## config.mk

```make
export PLATFORM = sky130hd
export DESIGN_NAME = idex_pipe_reg_flat
export DESIGN_NICKNAME = d
export VERILOG_FILES = /design/src/rtl/idex_pipe_reg_pkg.sv /design/src/rtl/idex_pipe_reg_if.sv /design/src/rtl/idex_pipe_reg_sat_counter.sv /design/src/rtl/idex_pipe_reg.sv /design/src/flat_wrapper.sv
export SDC_FILE = /design/constraint.sdc
export NUM_CORES = 1
export LEC_CHECK = 0
export CORE_MARGIN = 2
export CORE_UTILIZATION = 30
export CTS_CLUSTER_DIAMETER = 200
export DETAILED_ROUTE_END_ITERATION = 12
export PLACE_DENSITY = 0.62
export SETUP_SLACK_MARGIN = 0.4
export SLEW_MARGIN = 40
export SYNTH_ARGS = -nofsm -noshare
export SYNTH_HDL_FRONTEND = slang
export SYNTH_SLANG_ARGS = --single-unit
```

## constraint.sdc

```tcl
create_clock -name clk -period 3.2 [get_ports clk]
set_input_delay 0.64 -clock clk [delete_from_list [all_inputs] [get_ports clk]]
set_output_delay 0.64 -clock clk [all_outputs]
set_load 0.1 [all_outputs]
```

## src/rtl/idex_pipe_reg_pkg.sv

```systemverilog
// Shared CPU definitions used by the ID/EX pipeline register:
// default widths, the architectural zero register and bubble field values.
package idex_pipe_reg_pkg;

    localparam int CTRL_W_DEF = 24;
    localparam int BCNT_W_DEF = 16;

    localparam logic [4:0] GPR_ZERO = 5'd0;

    // A bubble targets $zero and claims its result is ready, so downstream
    // forwarding units neither match it nor stall on it.
    localparam logic [4:0] BUBBLE_WB = GPR_ZERO;
    localparam logic       BUBBLE_DV = 1'b1;

    typedef enum logic {
        ST_EMPTY = 1'b0,
        ST_FULL  = 1'b1
    } idex_state_t;

    typedef enum logic [1:0] {
        ACT_HOLD,
        ACT_LOAD,
        ACT_BUBBLE
    } idex_act_t;

endpackage

```

## src/rtl/idex_pipe_reg_if.sv

```systemverilog
// ID-side and EX-side signals of the ID/EX pipeline register.
// The master is the ID stage/core; the slave is the pipeline register.
interface idex_pipe_reg_if
    import idex_pipe_reg_pkg::*;
#(
    parameter int CTRL_W = CTRL_W_DEF,
    parameter int BCNT_W = BCNT_W_DEF
);
    logic              id_valid;
    logic [31:0]       id_pc;
    logic [31:0]       id_opa;
    logic [31:0]       id_opb;
    logic [31:0]       id_imm;
    logic [CTRL_W-1:0] id_ctrl;
    logic [4:0]        id_wb;
    logic              id_dv;
    logic              fwd_stall_a;
    logic              fwd_stall_b;
    logic              ex_busy;
    logic              flush;

    logic              id_hold;
    logic              ex_valid;
    logic [31:0]       ex_pc;
    logic [31:0]       ex_opa;
    logic [31:0]       ex_opb;
    logic [31:0]       ex_imm;
    logic [CTRL_W-1:0] ex_ctrl;
    logic [4:0]        ex_wb;
    logic              ex_dv;
    logic [BCNT_W-1:0] bubble_cnt;

    modport master (
        output id_valid, id_pc, id_opa, id_opb, id_imm, id_ctrl, id_wb, id_dv,
               fwd_stall_a, fwd_stall_b, ex_busy, flush,
        input  id_hold, ex_valid, ex_pc, ex_opa, ex_opb, ex_imm, ex_ctrl,
               ex_wb, ex_dv, bubble_cnt
    );

    modport slave (
        input  id_valid, id_pc, id_opa, id_opb, id_imm, id_ctrl, id_wb, id_dv,
               fwd_stall_a, fwd_stall_b, ex_busy, flush,
        output id_hold, ex_valid, ex_pc, ex_opa, ex_opb, ex_imm, ex_ctrl,
               ex_wb, ex_dv, bubble_cnt
    );

endinterface

```

## src/rtl/idex_pipe_reg_sat_counter.sv

```systemverilog
// Saturating up-counter: increments on inc, sticks at all-ones, cleared only by reset.
module sat_counter #(
    parameter int BCNT_W = 16
) (
    input  logic              clk,
    input  logic              rst_n,
    input  logic              inc,
    output logic [BCNT_W-1:0] cnt
);

    always_ff @(posedge clk or negedge rst_n) begin
        if (!rst_n) begin
            cnt <= '0;
        end else if (inc && (cnt != '1)) begin
            cnt <= cnt + 1'b1;
        end
    end

endmodule

```

## src/rtl/idex_pipe_reg.sv

```systemverilog
// ID/EX pipeline register: latches forwarded operands and decoded control,
// inserts bubbles on load-use stalls and flushes, and counts stall bubbles.
module idex_pipe_reg
    import idex_pipe_reg_pkg::*;
#(
    parameter int CTRL_W = CTRL_W_DEF,
    parameter int BCNT_W = BCNT_W_DEF
) (
    input logic            clk,
    input logic            rst_n,
    idex_pipe_reg_if.slave bus
);

    idex_state_t       state_q, state_d;
    idex_act_t         act;
    logic              fstall;
    logic              count_inc;

    logic [31:0]       pc_q, opa_q, opb_q, imm_q;
    logic [CTRL_W-1:0] ctrl_q;
    logic [4:0]        wb_q;
    logic              dv_q;
    logic [BCNT_W-1:0] bubble_cnt;

    assign fstall      = bus.id_valid & (bus.fwd_stall_a | bus.fwd_stall_b);
    // Hold is released during flush so IF/ID can load the redirect target.
    assign bus.id_hold = ~bus.flush & (bus.ex_busy | fstall);

    always_ff @(posedge clk or negedge rst_n) begin
        if (!rst_n) begin
            state_q <= ST_EMPTY;
        end else begin
            state_q <= state_d;
        end
    end

    // Priority: flush > ex_busy > forwarding stall > new instruction > idle.
    always_comb begin
        // NOTE: every output gets a default first so no path leaves a value
        // unassigned, which would otherwise infer a latch.
        state_d   = ST_EMPTY;
        act       = ACT_BUBBLE;
        count_inc = 1'b0;
        if (bus.flush) begin
            act = ACT_BUBBLE;
        end else if (bus.ex_busy) begin
            act     = ACT_HOLD;
            state_d = state_q;
        end else if (fstall) begin
            act       = ACT_BUBBLE;
            count_inc = 1'b1;
        end else if (bus.id_valid) begin
            act     = ACT_LOAD;
            state_d = ST_FULL;
        end
    end

    always_ff @(posedge clk or negedge rst_n) begin
        if (!rst_n) begin
            pc_q   <= '0;
            opa_q  <= '0;
            opb_q  <= '0;
            imm_q  <= '0;
            ctrl_q <= '0;
            wb_q   <= BUBBLE_WB;
            dv_q   <= BUBBLE_DV;
        end else begin
            // NOTE: non-blocking assignments so every register samples the
            // pre-edge values, independent of statement order.
            unique case (act)
                ACT_LOAD: begin
                    pc_q   <= bus.id_pc;
                    opa_q  <= bus.id_opa;
                    opb_q  <= bus.id_opb;
                    imm_q  <= bus.id_imm;
                    ctrl_q <= bus.id_ctrl;
                    wb_q   <= bus.id_wb;
                    dv_q   <= bus.id_dv;
                end
                ACT_BUBBLE: begin
                    // Data fields are don't-care in a bubble and simply hold.
                    ctrl_q <= '0;
                    wb_q   <= BUBBLE_WB;
                    dv_q   <= BUBBLE_DV;
                end
                default: ;
            endcase
        end
    end

    sat_counter #(.BCNT_W(BCNT_W)) u_bubble_cnt (
        .clk   (clk),
        .rst_n (rst_n),
        .inc   (count_inc),
        .cnt   (bubble_cnt)
    );

    assign bus.ex_valid   = (state_q == ST_FULL);
    assign bus.ex_pc      = pc_q;
    assign bus.ex_opa     = opa_q;
    assign bus.ex_opb     = opb_q;
    assign bus.ex_imm     = imm_q;
    assign bus.ex_ctrl    = ctrl_q;
    assign bus.ex_wb      = wb_q;
    assign bus.ex_dv      = dv_q;
    assign bus.bubble_cnt = bubble_cnt;

endmodule

```

## src/flat_wrapper.sv

```systemverilog
// flat-port wrapper written by rule: the top's interface ports become plain ports
module idex_pipe_reg_flat import idex_pipe_reg_pkg::*;
#(
    parameter int CTRL_W = CTRL_W_DEF,
    parameter int BCNT_W = BCNT_W_DEF
)
  (clk, rst_n, bus_id_valid, bus_id_pc, bus_id_opa, bus_id_opb, bus_id_imm, bus_id_ctrl, bus_id_wb, bus_id_dv, bus_fwd_stall_a, bus_fwd_stall_b, bus_ex_busy, bus_flush, bus_id_hold, bus_ex_valid, bus_ex_pc, bus_ex_opa, bus_ex_opb, bus_ex_imm, bus_ex_ctrl, bus_ex_wb, bus_ex_dv, bus_bubble_cnt);
  idex_pipe_reg_if #(.CTRL_W(CTRL_W), .BCNT_W(BCNT_W)) bus_i ();
  input logic clk;
  input logic rst_n;
  input wire logic [$bits(bus_i.id_valid)-1:0] bus_id_valid;
  input wire logic [$bits(bus_i.id_pc)-1:0] bus_id_pc;
  input wire logic [$bits(bus_i.id_opa)-1:0] bus_id_opa;
  input wire logic [$bits(bus_i.id_opb)-1:0] bus_id_opb;
  input wire logic [$bits(bus_i.id_imm)-1:0] bus_id_imm;
  input wire logic [$bits(bus_i.id_ctrl)-1:0] bus_id_ctrl;
  input wire logic [$bits(bus_i.id_wb)-1:0] bus_id_wb;
  input wire logic [$bits(bus_i.id_dv)-1:0] bus_id_dv;
  input wire logic [$bits(bus_i.fwd_stall_a)-1:0] bus_fwd_stall_a;
  input wire logic [$bits(bus_i.fwd_stall_b)-1:0] bus_fwd_stall_b;
  input wire logic [$bits(bus_i.ex_busy)-1:0] bus_ex_busy;
  input wire logic [$bits(bus_i.flush)-1:0] bus_flush;
  output wire logic [$bits(bus_i.id_hold)-1:0] bus_id_hold;
  output wire logic [$bits(bus_i.ex_valid)-1:0] bus_ex_valid;
  output wire logic [$bits(bus_i.ex_pc)-1:0] bus_ex_pc;
  output wire logic [$bits(bus_i.ex_opa)-1:0] bus_ex_opa;
  output wire logic [$bits(bus_i.ex_opb)-1:0] bus_ex_opb;
  output wire logic [$bits(bus_i.ex_imm)-1:0] bus_ex_imm;
  output wire logic [$bits(bus_i.ex_ctrl)-1:0] bus_ex_ctrl;
  output wire logic [$bits(bus_i.ex_wb)-1:0] bus_ex_wb;
  output wire logic [$bits(bus_i.ex_dv)-1:0] bus_ex_dv;
  output wire logic [$bits(bus_i.bubble_cnt)-1:0] bus_bubble_cnt;
  assign bus_i.id_valid = bus_id_valid;
  assign bus_i.id_pc = bus_id_pc;
  assign bus_i.id_opa = bus_id_opa;
  assign bus_i.id_opb = bus_id_opb;
  assign bus_i.id_imm = bus_id_imm;
  assign bus_i.id_ctrl = bus_id_ctrl;
  assign bus_i.id_wb = bus_id_wb;
  assign bus_i.id_dv = bus_id_dv;
  assign bus_i.fwd_stall_a = bus_fwd_stall_a;
  assign bus_i.fwd_stall_b = bus_fwd_stall_b;
  assign bus_i.ex_busy = bus_ex_busy;
  assign bus_i.flush = bus_flush;
  assign bus_id_hold = bus_i.id_hold;
  assign bus_ex_valid = bus_i.ex_valid;
  assign bus_ex_pc = bus_i.ex_pc;
  assign bus_ex_opa = bus_i.ex_opa;
  assign bus_ex_opb = bus_i.ex_opb;
  assign bus_ex_imm = bus_i.ex_imm;
  assign bus_ex_ctrl = bus_i.ex_ctrl;
  assign bus_ex_wb = bus_i.ex_wb;
  assign bus_ex_dv = bus_i.ex_dv;
  assign bus_bubble_cnt = bus_i.bubble_cnt;
  idex_pipe_reg #(.CTRL_W(CTRL_W), .BCNT_W(BCNT_W)) u_core (.clk(clk), .rst_n(rst_n), .bus(bus_i));
endmodule
```

==> impl_results.md <==
* Outcome: complete, no violations
* Maximum clock rate at between 400 and 500 MHz
* Detailed Route Iter0 Violations at 184
* Setup repair after global routing missed its margin: no
* Share of synthesized area spent on multiplexers at 21.3%
* Distinct cells, synth at 33
* Flip-flop and latch area at about 4400 µm²
* Per-cell via count in the routed design at 4.52
* Flops & latches, synth at 175
* 1st-pass router iterations at 4
* Cells after Synth at 490
* Portion of synthesized cell area occupied by the leading cell type at 63.4%
* Aggregate global routing overflow at 0
* DRC viols at 0
* Max-slew violation count at 0
* Setup slack after placement at 297 ps
* Overall power of the completed layout at 8.12 mW
* Dominant combinational cell family by area after synthesis: multiplexers
* Yosys warnings at 0
* CTS root buf: clkbuf_16
* Count of max-cap constraint violations at 0
* Effective utilization at floorplan at 30.4%
* Master of the slowest instance on the critical path: clkdlybuf4s50_1
* Die Y-Extent at 155 µm
* Final Hold Fails at 0
* # diodes at 0
* Critical path class: input port to output port
* Post-synthesis adder-cell area fraction at 0.546%
* I/O pin total at 341
* Post-layout worst setup margin at 722 ps
* Largest net degree at the start of global routing at 76
* Top cell type by total area after synthesis: dfrtp_1
* Via count of the first global-routing pass at approximately 5,200
* Pin slew with the least headroom to its limit at between 500 and 600 ps
* Clock transition at the registers of the reported paths at roughly 80 ps
* Hold Path Class: input port to asynchronous set/reset pin
* Placeable core area at 22,600 µm²
* Top cells by area, synth: dfrtp_1, mux2_2, nand2b_1
* Total number of vias at between 5,000 and 6,000
* Clock sink count at ~180
* Quantity of gates resized following cts at 0
* Share of the synthesized netlist area taken by xor and xnor gates at 1.53%
* Largest fanout on the critical path at 4
* Initial antenna violation count at 0
* Synth Flop Type: dfrtp_1
* Post-Synthesis Net Count at approximately 660
* Count of flip-flops with a built-in enable after synthesis at 0
* Routed len/inst at about 16 µm
* Post-CTS setup-driven buffer insertion count at 0
* Number of buffer cells added on primary ports at 340
* Chip width at 155 µm
* Count of endpoints failing setup in the final report at 0
* Fraction of layout cells with a size suffix above 1 at between 40% and 50%
* Most frequent cells after synthesis: dfrtp_1, mux2_2, nand2_1
* H-tree depth reported by CTS at 4
* Layout overhead on the synthesized area at 56.8%
* First-pass GRT wire length at between 20,000 and 30,000 µm
* Standby leakage power at 5.14 nW
* Final setup TNS at 0 ps
* PD cells at 753 nW/µm²
* CP peak stage delay at roughly 410 ps
* Data arrival time at the worst-slack endpoint at ~1800 ps
* Cell depth of the worst flop-to-flop path at 5
* Mean instance size in the synthesized netlist at 14.0 µm²
* Setup slack of the worst register-to-register path at 1270 ps
* Clock tree buffer depth at 2
* Final ANT Viol Nets at 0
* Most instantiated library cell after synthesis: dfrtp_1
* Hold-fix buffer count after cts at 0
* Required time of the critical path at about 2600 ps
* Multi-input gate area in the final layout at between 2000 and 2500 µm²
* Netlist area before placement at 6870 µm²
* Floorplan row count at between 50 and 60
* CTS Buf Count at 17
* Net total in the final layout at 998
* Clock insertion delay at the later pin of the skew report at 420 ps
* Startpoint class of the critical path: input port
* Instance area at placement at 10,200 µm²
* Post-route cell area at 10,800 µm²
* Proportion of synthesized flip-flops having asynchronous set or reset at 100%
* Detailed-route wire length at 18,300 µm
* Sequence of cells on the critical path: clkdlybuf4s50_1 > or2_2 > a21oi_1 > nor2_1 > buf_4
* Half-perimeter wire length after placement at 13,500 µm
* Overall Global Routing Usage at 14.8%
* Synthesized-area fraction occupied by ao, oa, aoi and oai cells at 3.90%
* Nature of the critical path endpoint: output port
* Simple-gate portion of the synthesized area at between 7 and 8%
* Worst slew margin relative to its limit at 62.3%
* Worst VDD drop at 0.680 mV
* Beginning of the worst register-to-register path: u_core.u_bubble_cnt.cnt[0]
* Final period demand of the worst path at 2480 ps
* TritonCTS clock tree: built
* Worst Skew at 7.55 ps
* Worst R2R End: u_core.u_bubble_cnt.cnt[1]
* Share of the clock period used by the worst path after layout at 77.4%
* Weighted congestion reported at the end of routability-driven placement at ~0.73
* Sequential fraction of the synthesis area at 63.8%
* Fill cell count at 2,089
* Die Area at around 24,000 µm²
==> state kept, by name, indices dropped and copies added (netlist names) <==
| signal | flops |
|---|---|
| u_core.bus.ex_valid | 1 |
| u_core.bus.ex_ctrl | 24 |
| u_core.bus.ex_pc | 32 |
| u_core.bus.ex_imm | 32 |
| u_core.bus.ex_dv | 1 |
| u_core.u_bubble_cnt.cnt | 16 |
| u_core.bus.ex_opa | 32 |
| u_core.bus.ex_opb | 32 |
| u_core.bus.ex_wb | 5 |
==> how the worst max path moves through the flow <==
stage / endpoint / startpoint / cells after the start / slack, ps
4_1_cts: bus_id_hold / bus_fwd_stall_b / 5 / 710
2_1_floorplan: bus_id_hold / bus_fwd_stall_b / 3 / 490
3_3_place_gp: u_core.bus.ex_ctrl[18] / bus_ex_busy / 7 / 320
3_5_place_dp: u_core.bus.ex_ctrl[10] / bus_ex_busy / 7 / 300
6_report: bus_id_hold / bus_fwd_stall_b / 5 / 720
5_1_grt: u_core.bus.ex_opa[10] / bus_id_valid / 6 / 650
==> per-layer routing <==
layer  share of wire [%]  vias to the layer above  global-route usage, %
met4                 2.5                        0                   5.42
met3                 9.1                       25                   5.52
met1                  40                     2464                   17.6
li1                    -                     2390                      -
met2                  48                      217                   24.7
met5                   0                        -                      0
==> layout make-up <==
type                    instances  area share (%)
repair buffers                346            28.3
well taps                     285            3.31
multi-input cells             285            22.2
flip-flops and latches        175            40.7
inverters                       5           0.174
clock inverters                14            1.30
clock buffers                  18            4.08
==> critical path: cells and delay by family <==
| kind | cells | cell delay [ps] |
|---|---|---|
| AOI/OAI and AO/OA | 1 | 150 |
| buffers and inverters | 2 | 640 |
| and+or+nand+nor | 2 | 410 |
==> power by group <==
group | internal [mW] | switching, mW
combinational | 0.779 | 2.60
clock | 1.06 | 0.981
sequential | 2.51 | 0.184
total | 4.35 | 3.76
==> per-stage QoR <==
stage / hold slack [ps] / std cells / util, %
after detailed placement: 475 / 1096 / 45.1
final: 78.9 / 1128 / 47.7
after global routing: 79.8 / 1128 / 47.7
after CTS: 74.4 / 1128 / 47.7
after floorplan: 344 / 490 / -
after global placement: 467 / 1096 / 45.1
==> placed cells by master (no fill, tap or decap), drive strengths merged, types with 8 or more instances in the layout <==
cell type / count
mux2: 130
buf: 183
dfrtp: 174
xor2: 9
o21ai: 30
a21oi: 8
clkbuf: 18
inv: 14
nand2b: 30
clkdlybuf4s50: 163
nand2: 35
==> logic make-up after synthesis <==
group / Yosys count
AO/OA/AOI/OAI: 47
XOR/XNOR: 12
adder cells (fa/ha/maj): 3
buffers and inverters: 30
flip-flops: 175
multiplexers: 130
AND/OR/NAND/NOR: 93
Power figures use the tool's default switching activity.
